[src/rtl/uart_instr_fetcher.sv]
// Fetches one 16-bit instruction over the shared UART: sends REQ_CMD and the PC, then assembles {hi,lo}.
// Optional macro FETCH_TIMEOUT_EN adds a per-state wait timer with request retries and an error pulse.
module uart_instr_fetcher #(
   parameter logic [7:0] REQ_CMD = 8'h03
`ifdef FETCH_TIMEOUT_EN
   ,
   parameter int TIMEOUT_CYCLES = 50000,
   parameter int MAX_RETRY      = 3
`endif
) (
   input  logic        clk,
   input  logic        reset,
   input  logic        start,
   input  logic [7:0]  address,
   input  logic        stop_for_rw,
   input  logic        rx_done,
   input  logic [7:0]  rx_data,
   input  logic        tx_done,
   output logic        tx_start_out,
   output logic [7:0]  tx_data_out,
   output logic [15:0] instruction_out,
   output logic        done_out,
   output logic        busy,
   output logic        error
);

   typedef enum logic [2:0] {
      IDLE, SEND_CMD, WAIT_CMD, SEND_ADDR, WAIT_ADDR, RX_HI, RX_LO, DONE
   } state_t;

   state_t     state;
   logic [7:0] addr_q;
   logic [7:0] hi_q;

   assign busy = (state != IDLE);

`ifdef FETCH_TIMEOUT_EN
   logic [15:0] timer;
   logic [7:0]  retry;
   logic        in_wait;
   logic        progress;
   logic        timeout_hit;

   // A state that is about to advance never times out in the same cycle.
   always_comb begin
      in_wait     = (state == WAIT_CMD) || (state == WAIT_ADDR) ||
                    (state == RX_HI)    || (state == RX_LO);
      progress    = ((state == WAIT_CMD || state == WAIT_ADDR) && tx_done) ||
                    ((state == RX_HI    || state == RX_LO)     && rx_done);
      timeout_hit = in_wait && !progress && (timer == 16'(TIMEOUT_CYCLES - 1));
   end

   always_ff @(posedge clk) begin
      if (reset || !in_wait || progress || timeout_hit)
         timer <= '0;
      else
         timer <= timer + 16'd1;
   end
`else
   assign error = 1'b0;
`endif

   always_ff @(posedge clk) begin
      if (reset) begin
         state           <= IDLE;
         addr_q          <= '0;
         hi_q            <= '0;
         tx_start_out    <= 1'b0;
         tx_data_out     <= '0;
         instruction_out <= '0;
         done_out        <= 1'b0;
`ifdef FETCH_TIMEOUT_EN
         error           <= 1'b0;
         retry           <= '0;
`endif
      end else begin
         tx_start_out <= 1'b0;
         done_out     <= 1'b0;
`ifdef FETCH_TIMEOUT_EN
         error        <= 1'b0;
`endif
         case (state)
            IDLE: if (start) begin
               addr_q <= address;
               state  <= SEND_CMD;
            end
            SEND_CMD: if (!stop_for_rw) begin
               tx_start_out <= 1'b1;
               tx_data_out  <= REQ_CMD;
               state        <= WAIT_CMD;
            end
            WAIT_CMD: if (tx_done) state <= SEND_ADDR;
            SEND_ADDR: if (!stop_for_rw) begin
               tx_start_out <= 1'b1;
               tx_data_out  <= addr_q;
               state        <= WAIT_ADDR;
            end
            // The hi byte may arrive in the same cycle the address byte completes.
            WAIT_ADDR: if (tx_done) begin
               if (rx_done) begin
                  hi_q  <= rx_data;
                  state <= RX_LO;
               end else begin
                  state <= RX_HI;
               end
            end
            RX_HI: if (rx_done) begin
               hi_q  <= rx_data;
               state <= RX_LO;
            end
            RX_LO: if (rx_done) begin
               instruction_out <= {hi_q, rx_data};
               done_out        <= 1'b1;
               state           <= DONE;
`ifdef FETCH_TIMEOUT_EN
               retry           <= '0;
`endif
            end
            DONE:    state <= IDLE;
            default: state <= IDLE;
         endcase
`ifdef FETCH_TIMEOUT_EN
         if (timeout_hit) begin
            if (retry < 8'(MAX_RETRY)) begin
               retry <= retry + 8'd1;
               state <= SEND_CMD;
            end else begin
               error <= 1'b1;
               retry <= '0;
               state <= IDLE;
            end
         end
`endif
      end
   end

endmodule
[config.mk]
export PLATFORM = sky130hd
export DESIGN_NAME = uart_instr_fetcher
export DESIGN_NICKNAME = d
export VERILOG_FILES = /design/src/rtl/uart_instr_fetcher.sv
export SDC_FILE = /design/constraint.sdc
export NUM_CORES = 1
export LEC_CHECK = 0
export CAP_MARGIN = 10
export CORE_UTILIZATION = 50
export CTS_CLUSTER_SIZE = 40
export DETAILED_ROUTE_END_ITERATION = 7
export GPL_TIMING_DRIVEN = 0
export HOLD_SLACK_MARGIN = 0.06
export PLACE_DENSITY = 0.89
export SLEW_MARGIN = 30
export SYNTH_ARGS = -nofsm -noshare
export SYNTH_HDL_FRONTEND = slang
export SYNTH_SLANG_ARGS = --single-unit
[constraint.sdc]
create_clock -name clk -period 3.29 [get_ports clk]
set_input_delay 0.329 -clock clk [delete_from_list [all_inputs] [get_ports clk]]
set_output_delay 0.329 -clock clk [all_outputs]
set_load 0.005 [all_outputs]
==> run summary <==
Status: completed
Synth cell count leaders: 56 x nand2_1, 45 x dfxtp_1, 35 x a21oi_1
Async set-reset flop share out of synthesis: 0%
Main combinational cell family by area after synthesis: simple AND/OR/NAND/NOR gates
Layout cells sized above 1: 7.663%
Tightest Hold Check Type: input pin to register
Antenna diodes: 0
Final Setup Violations: 0
Post-synthesis register bit count: 45
Via count: 1571
CTS tree: yes
Ports: 50
Peak supply drop: 0.3250 mV
IO buf count: 47
Post-detail-place hpwl: 2661 um
Register area share after synthesis: 51.80%
DRT Wirelength: 3749 um
Mapped cell area: 1739 um^2
Total die area: 3718 um^2
Post-synth top area share: 51.80%
Netlist cell types: 29
Synth Area in XOR/XNOR: 0%
Reg clk slew, reported paths: 130 ps
Setup Fix Bufs, Post-CTS: 0
Area growth, synth to finish: 33.74%
Prevailing post-synth register cell: dfxtp_1
Mean Syn Cell Area: 8.443 um^2
Synth Area in Simple Gates: 25.61%
RSZ-0062 raised after global routing: false
Synth Area in Adders: 0%
Worst-Margin Slew: 527.2 ps
PwrDens: 470.2 nW/um^2
Top cells by area in the synthesized netlist: dfxtp_1 52%, nand2_1 12%, a21oi_1 10%, mux2i_1 5.2%, nor2_1 3.9%
Final clock skew: 11.77 ps
Clock root buffer: clkbuf_4
Placed cell area: 2267 um^2
Worst-skew pair later-pin latency: 370 ps
Min Hold Slack: 345.5 ps
Routed len/inst: 12.21 um
Drt first pass iters: 5
Fin crit period: 2177 ps
Headroom to the max-slew limit: 64.74%
Clock Path Buffers: 2
Initial DRC Count: 47
Top achievable clock speed: 459.5 MHz
Pins over their slew limit: 0
Initial antenna violation count: 0
Peak fanout along the critical path: 10
Dpl cells: 299
Post-synthesis compound-gate area fraction: 11.94%
Clock sinks: 45
Post-route ant nets: 0
Leakage power total: 0.0007996 uW
Total GRT Usage: 22.36%
Synth warn: 0
Post-CTS Resized: 0
Area leader, netlist: dfxtp_1
Max cap viols: 0
Total CTS buffers: 5
Grt ovf: 0
Mux contribution to synthesized area: 5.827%
Hold Buf Count CTS: 0
Post-Layout Inst Area: 2326 um^2
Post-synth EDFFs: 0
Type of origin of the critical path: register
Most common cell in the netlist: nand2_1
Worst Setup End Kind: output pin
Die Y: 60.98 um
Initial Utilization: 52.12%
Total Nets Final: 282
Die width: 60.98 um
Pwr Total: 1094 uW
CORE AREA: 3337 um^2
Worst Setup Path Type: register to output pin
Hold Vio Cnt, Final: 0
CTS H-tree lvls: 2
Synthesized instance count: 206
Pin count of the biggest net entering global routing: 16
Critical path arrival: 1850 ps
Synth Net Count: 228
Global placer's final weighted congestion: 0.8318
Vias per cell: 5.117
Rows: 21
Residual DRC: 0
Setup TNS: 0 ps
First-pass GRT wire length: 5934 um
Period utilization: 66.16%
Number of global-route vias before repair: 1401
Final cell count without fillers: 307
Req. time, crit path: 2960 ps
==> cell type report <==
| class | instances | area (um^2) |
|---|---|---|
| repair buffers | 47 | 470.5 |
| inverters | 1 | 3.754 |
| clock inverters | 3 | 21.27 |
| well taps | 46 | 57.56 |
| clock buffers | 5 | 37.54 |
| plain buffers | 14 | 76.32 |
| multi-input cells | 146 | 758.2 |
| flip-flops and latches | 45 | 900.9 |
| fillers | 267 | 1011 |
==> final timing paths <==
kind | from | cells after the start | endpoint | slack, ps
worst min register to register | tx_data_out[5] | 2 | tx_data_out[5] | 460
worst max register to register | state[2] | 5 | hi_q[0] | 1760
worst max-delay path | state[1] | 4 | busy | 1110
worst min-delay path | reset | 2 | instruction_out[8] | 350
==> layout by cell type (no fill, tap or decap), drive strengths merged <==
| master | count |
|---|---|
| nand2 | 57 |
| clkdlybuf4s50 | 47 |
| dfxtp | 45 |
| a21oi | 35 |
| nor2 | 18 |
| clkbuf | 13 |
| mux2i | 9 |
| nand3 | 7 |
| buf | 6 |
| nor3b | 4 |
| nor3 | 3 |
| and2 | 2 |
| inv | 2 |
| or3 | 1 |
| nand4b | 1 |
| mux2 | 1 |
| nand2b | 1 |
| o221ai | 1 |
| nor2b | 1 |
| o31ai | 1 |
| o21a | 1 |
| a211o | 1 |
| or3b | 1 |
| conb | 1 |
| clkinvlp | 1 |
| clkinv | 1 |
==> logic make-up after synthesis <==
group,count (synthesis)
buf+inv,15
other cells,1
mux,10
flops,45
compound gates,39
simple gates,96
==> sequential cells by signal, indices dropped and copies added (netlist names) <==
name / flops
instruction_out: 16
addr_q: 8
hi_q: 8
tx_data_out: 8
state: 3
done_out: 1
tx_start_out: 1
==> critical path, cell delays in order, from the launching register on <==
cell	delay, ps
dfxtp_1	320
buf_4	160
clkbuf_1	210
or3_1	350
clkdlybuf4s50_1	440
==> power breakdown <==
part,total (uW),switching (uW),internal (uW)
combinational,234,122,112
sequential,592,17.5,575
clock,268,183,84.6
total,1090,322,771
==> through the flow <==
step	util, %	worst slack (ps)
2_1_floorplan	-	1926
3_3_place_gp	67.94	1356
3_5_place_dp	67.94	1330
4_1_cts	69.70	1090
5_1_grt	69.70	1009
6_report	69.70	1113
==> metal layers <==
layer / routed length, um / vias to the layer above / global-route usage [%]
li1: - / 787 / -
met1: 1733 / 737 / 26.06
met2: 1760 / 36 / 37.05
met3: 137 / 11 / 4.904
met4: 117 / 0 / 14.61
met5: 0 / - / 0
Note: power is estimated with default switching activity, not from simulation.
